### src/rtl/pfd_sync_cnt.sv
// Synchronous tri-state PFD with signed phase-error counter and optional lock detect.
// Define PFD_LOCK_DET_EN to build the lock detector; otherwise locked is tied low.
module pfd_sync_cnt #(
    parameter int CNT_W       = 16,
    parameter int SYNC_STAGES = 2,
    parameter int MIN_PULSE   = 0,
    parameter int LOCK_TOL    = 4,
    parameter int LOCK_CNT    = 16
) (
    input  logic                    clk,
    input  logic                    rst,
    input  logic                    ref_in,
    input  logic                    vco_in,
    output logic                    up,
    output logic                    dn,
    output logic signed [CNT_W-1:0] err,
    output logic                    err_valid,
    output logic                    locked
);

    localparam logic [CNT_W-1:0] CNT_MAX  = {1'b0, {(CNT_W-1){1'b1}}};
    localparam int               PW       = $clog2(MIN_PULSE + 2);
    localparam logic [PW-1:0]    PULSE_LD = PW'((MIN_PULSE > 0) ? MIN_PULSE - 1 : 0);
    localparam logic             USE_BOTH = (MIN_PULSE > 0);

    typedef enum logic [1:0] {
        IDLE,
        LEAD_R,
        LEAD_V,
        BOTH
    } state_t;

    logic [SYNC_STAGES-1:0]  ref_sync_q, ref_sync_d;
    logic [SYNC_STAGES-1:0]  vco_sync_q, vco_sync_d;
    logic                    ref_prev_q, ref_prev_d;
    logic                    vco_prev_q, vco_prev_d;
    logic                    r_rise, v_rise;
    state_t                  state_q, state_d;
    logic [CNT_W-1:0]        cnt_q, cnt_d;
    logic [PW-1:0]           pulse_q, pulse_d;
    logic                    up_q, up_d;
    logic                    dn_q, dn_d;
    logic signed [CNT_W-1:0] err_q, err_d;
    logic                    err_valid_q, err_valid_d;

    always_comb begin
        ref_sync_d = {ref_sync_q[SYNC_STAGES-2:0], ref_in};
        vco_sync_d = {vco_sync_q[SYNC_STAGES-2:0], vco_in};
        ref_prev_d = ref_sync_q[SYNC_STAGES-1];
        vco_prev_d = vco_sync_q[SYNC_STAGES-1];
        r_rise     = ref_sync_q[SYNC_STAGES-1] & ~ref_prev_q;
        v_rise     = vco_sync_q[SYNC_STAGES-1] & ~vco_prev_q;
    end

    always_comb begin
        state_d     = state_q;
        cnt_d       = cnt_q;
        pulse_d     = pulse_q;
        err_d       = err_q;
        err_valid_d = 1'b0;
        unique case (state_q)
            IDLE: begin
                if (r_rise && v_rise) begin
                    err_d       = '0;
                    err_valid_d = 1'b1;
                    if (USE_BOTH) begin
                        state_d = BOTH;
                        pulse_d = PULSE_LD;
                    end
                end else if (r_rise) begin
                    state_d = LEAD_R;
                    cnt_d   = CNT_W'(1);
                end else if (v_rise) begin
                    state_d = LEAD_V;
                    cnt_d   = CNT_W'(1);
                end
            end
            // Repeat edges of the leading input are ignored until the other closes.
            LEAD_R: begin
                if (v_rise) begin
                    err_d       = cnt_q;
                    err_valid_d = 1'b1;
                    state_d     = USE_BOTH ? BOTH : IDLE;
                    pulse_d     = PULSE_LD;
                end else if (cnt_q != CNT_MAX) begin
                    cnt_d = cnt_q + 1'b1;
                end
            end
            LEAD_V: begin
                if (r_rise) begin
                    err_d       = -cnt_q;
                    err_valid_d = 1'b1;
                    state_d     = USE_BOTH ? BOTH : IDLE;
                    pulse_d     = PULSE_LD;
                end else if (cnt_q != CNT_MAX) begin
                    cnt_d = cnt_q + 1'b1;
                end
            end
            BOTH: begin
                if (pulse_q == '0) begin
                    state_d = IDLE;
                end else begin
                    pulse_d = pulse_q - 1'b1;
                end
            end
            default: state_d = IDLE;
        endcase
        up_d = (state_d == LEAD_R) || (state_d == BOTH);
        dn_d = (state_d == LEAD_V) || (state_d == BOTH);
    end

    always_ff @(posedge clk) begin
        if (rst) begin
            ref_sync_q  <= '0;
            vco_sync_q  <= '0;
            ref_prev_q  <= 1'b0;
            vco_prev_q  <= 1'b0;
            state_q     <= IDLE;
            cnt_q       <= '0;
            pulse_q     <= '0;
            up_q        <= 1'b0;
            dn_q        <= 1'b0;
            err_q       <= '0;
            err_valid_q <= 1'b0;
        end else begin
            ref_sync_q  <= ref_sync_d;
            vco_sync_q  <= vco_sync_d;
            ref_prev_q  <= ref_prev_d;
            vco_prev_q  <= vco_prev_d;
            state_q     <= state_d;
            cnt_q       <= cnt_d;
            pulse_q     <= pulse_d;
            up_q        <= up_d;
            dn_q        <= dn_d;
            err_q       <= err_d;
            err_valid_q <= err_valid_d;
        end
    end

    assign up        = up_q;
    assign dn        = dn_q;
    assign err       = err_q;
    assign err_valid = err_valid_q;

`ifdef PFD_LOCK_DET_EN
    localparam int                      GW       = $clog2(LOCK_CNT + 1);
    localparam logic [GW-1:0]           GOOD_MAX = GW'(LOCK_CNT);
    localparam logic signed [CNT_W-1:0] TOL_P    = CNT_W'(LOCK_TOL);
    localparam logic signed [CNT_W-1:0] TOL_N    = -TOL_P;

    logic [GW-1:0] good_q, good_d;
    logic          locked_q, locked_d;
    logic          in_tol;

    // Judged on the registered strobe so locked lags it by exactly one cycle.
    always_comb begin
        in_tol = (err_q <= TOL_P) && (err_q >= TOL_N);
        good_d = good_q;
        if (err_valid_q) begin
            if (!in_tol) begin
                good_d = '0;
            end else if (good_q != GOOD_MAX) begin
                good_d = good_q + 1'b1;
            end
        end
        locked_d = (good_d == GOOD_MAX);
    end

    always_ff @(posedge clk) begin
        if (rst) begin
            good_q   <= '0;
            locked_q <= 1'b0;
        end else begin
            good_q   <= good_d;
            locked_q <= locked_d;
        end
    end

    assign locked = locked_q;
`else
    assign locked = 1'b0;
`endif

endmodule

### config.mk
export PLATFORM = sky130hd
export DESIGN_NAME = pfd_sync_cnt
export DESIGN_NICKNAME = d
export VERILOG_FILES = /design/src/rtl/pfd_sync_cnt.sv
export SDC_FILE = /design/constraint.sdc
export NUM_CORES = 1
export LEC_CHECK = 0
export CAP_MARGIN = 40
export CORE_ASPECT_RATIO = 1.2
export CORE_MARGIN = 2
export CORE_UTILIZATION = 45
export CTS_BUF_LIST = sky130_fd_sc_hd__clkbuf_8
export DETAILED_ROUTE_END_ITERATION = 10
export PLACE_DENSITY_LB_ADDON = 0.08
export SETUP_SLACK_MARGIN = 0.1
export SYNTH_ARGS = -nofsm -noshare
export SYNTH_HDL_FRONTEND = slang
export SYNTH_SLANG_ARGS = --single-unit
### constraint.sdc
create_clock -name clk -period 3.8 [get_ports clk]
set_input_delay 0.38 -clock clk [delete_from_list [all_inputs] [get_ports clk]]
set_output_delay 0.38 -clock clk [all_outputs]
set_load 0.01 [all_outputs]
==> results.md <==
* Run status: finished clean
* Vias in the first global route at 2094
* Post-synth top area share at 34.5%
* CP endpoint kind: flop
* Worst slew margin at 48.2%
* Placed insts at 363
* Detailed-route via count at 2250
* Post-Place Setup Slack at 966 ps
* Fmax at 348 MHz
* IO Count at 24
* Setup violators final at 0
* Grt total ovfl at 0
* Synth-to-Final Area Change at 14.2%
* Layout cell share with drive strength beyond 1 at 8.41%
* Post-synth EDFFs at 0
* Most frequent CP cell: inv_1
* Max Clock Skew at 7.56 ps
* Gate Count Post-Synth at 299
* Setup TNS at 0 ps
* Critical path launch point type: flop
* Root Buffer: clkbuf_8
* Slowest stage delay, CP at 600 ps
* CP bufs+invs at 2
* Post-DP HPWL at 4.30 mm
* Worst hold margin at 452 ps
* Die width at 71.2 µm
* Top-count cell post-synth: dfxtp_1
* Initial antenna violation count at 0
* DRT antenna net count at 0
* Cell Pwr Density at 368 nW/µm²
* Multi-input gate area at 1430 µm²
* Die height at 84.7 µm
* CTS tree: done
* Max Root-Sink Buffers at 2
* Clock Sink Count at 42
* CP Class: reg -> reg
* Slowest CP cell: or4_4
* Die area at 6030 µm²
* Post-synth cell types at 60
* VDD IR max at 193 µV
* PortBufs at 22
* Final min period at 2870 ps
* Main synth FF type: dfxtp_1
* Mapped cell area at 2440 µm²
* Most instantiated cells after synthesis: 42 x dfxtp_1, 24 x a21oi_1, 22 x nand2_1, 22 x o21ai_0, 19 x nor2_1
* Setup Fix Bufs, Post-CTS at 0
* Max-Cap Viols at 0
* Vias per inst at 6.06
* CP cell instances: inv_1 -> ha_1 -> inv_1 -> or4_4 -> o211ai_4 -> nor2_1 -> o221a_2
* Fin crit share at 75.6%
* Top post-synthesis cells by area: dfxtp_1 34%, a21oi_1 4.9%, o21ai_0 4.5%
* Drt pass-1 iters at 4
* Cts bufs inserted at 5
* RSZ-0062 raised after global routing: false
* Worst-skew pair later-pin latency at 300 ps
* Critical Path RT at 4000 ps
* Routability Congestion at 0.825
* Initial Utilization at 46.4%
* Layout Nets at 320
* Final Non-Filler Cells at 371
* Synth area leader: dfxtp_1
* Final Total Pwr at 0.00103 W
* Maximum fanout along the worst path at 19
* Least-Margin Pin Slew at 770 ps
* Cts repair resizes at 0
* Iteration-0 DRC Markers at 205
* Total Wirelength at 6.05 mm
* Worst hold path type: reg -> reg
* Residual DRC at 0
* Fin. Hold Viols at 0
* GRT Util Overall at 21.0%
* Row count at 29
* First-pass GRT wire length at 10.2 mm
* Yosys warns at 0
* Register area at 841 µm²
* Hold buffer count at cts at 0
* H-tree depth at 2
* P_leak at 0.946 nW
* Mapped Nets at 311
* Syn Area/Cell at 8.16 µm²
* Final worst slack at 928 ps
* Largest net degree at the start of global routing at 23
* Fin. max-slew vios at 0
* # diodes at 0
* Crit path max-delay family: simple AND/OR/NAND/NOR gates
* Wire per inst at 16.3 µm
* Register bit count reported by yosys at 42
* WP data arrival at 3070 ps
* Post-synth ARST share at 0%
* Seq/Total Area, Yosys at 34.5%
* Fillers at 514
* Worst-path clk slew at 80 ps
* Core footprint at 5260 µm²
## logic make-up (layout without fill, tap and decap cells)
family / count (synthesis) / after routing / share of synthesized area (%)
simple gates: 116 / 116 / 27.0
buf+inv: 36 / 46 / 7.08
other cells: 1 / 1 / 0.154
flops: 42 / 42 / 34.5
xor+xnor: 2 / 2 / 0.718
mux: 1 / 1 / 0.410
fa+ha+maj: 9 / 9 / 4.51
compound gates: 92 / 92 / 25.7
## sequential cells by signal (all words and copies together) (netlist names)
| signal | cells |
|---|---|
| err_valid | 1 |
| cnt_q | 16 |
| err | 16 |
| vco_sync_q | 2 |
| ref_prev_q | 1 |
| vco_prev_q | 1 |
| state_q | 2 |
| up | 1 |
| ref_sync_q | 2 |
## worst register-to-register path, cell delays in order (launching register included)
cell      delay (ps)
dfxtp_1          430
inv_1            130
ha_1             580
inv_1            250
or4_4            600
o211ai_4         440
nor2_1           100
o221a_2          260
## per-layer routing
layer,global-route usage [%],wire length (µm),up-vias
met3,3.72,237,13
li1,-,-,1115
met4,8.40,146,0
met1,25.6,2630,1057
met5,0,0,-
met2,36.0,3040,65
## layout by cell type (no fill, tap or decap), types with 3 or more instances in the layout
master and count:
dfxtp_1 42, a21oi_1 24, nand2_1 22, o21ai_0 22, clkdlybuf4s50_1 22, nor2_1 19
nand3_1 13, inv_1 12, or3_1 8, ha_1 8, nor2b_1 7, nor3_1 7
nand4_1 7, a31oi_1 7, a22oi_1 6, or4_1 6, clkbuf_8 6, o31ai_1 5
or2_2 3, nor4_1 3, and3_1 3, and2_1 3, nand3b_1 3, a21o_1 3
## path summary, 6_finish.rpt
check | endpoint | from | slack, ps | cells after the start
min reg2reg | vco_sync_q[1] | vco_sync_q[0] | 450 | 1
min | vco_sync_q[1] | vco_sync_q[0] | 450 | 1
max | cnt_q[6] | state_q[1] | 930 | 7
max reg2reg | cnt_q[6] | state_q[1] | 930 | 7
## stage by stage
| step | cell area (µm²) | utilization (%) |
|---|---|---|
| 2_1_floorplan | 2440 | - |
| 3_3_place_gp | 2630 | 50.0 |
| 3_5_place_dp | 2640 | 50.2 |
| 4_1_cts | 2790 | 53.0 |
| 5_1_grt | 2790 | 53.0 |
| 6_report | 2790 | 53.0 |
## final cells by class
cell class | count | area share, %
multi-input cells | 221 | 51.2
flip-flops and latches | 42 | 30.2
repair buffers | 25 | 8.98
clock buffers | 6 | 2.96
well taps | 62 | 2.78
clock inverters | 2 | 2.16
inverters | 13 | 1.75
## report_power, final
part / switching [W] / internal (W) / leakage [nW]
sequential: 0.00000856 / 0.000446 / 0.340
clock: 0.000160 / 0.000280 / 0.0714
combinational: 0.0000828 / 0.0000491 / 0.535
total: 0.000251 / 0.000775 / 0.946
No activity file was read; power rests on OpenSTA's default activity.
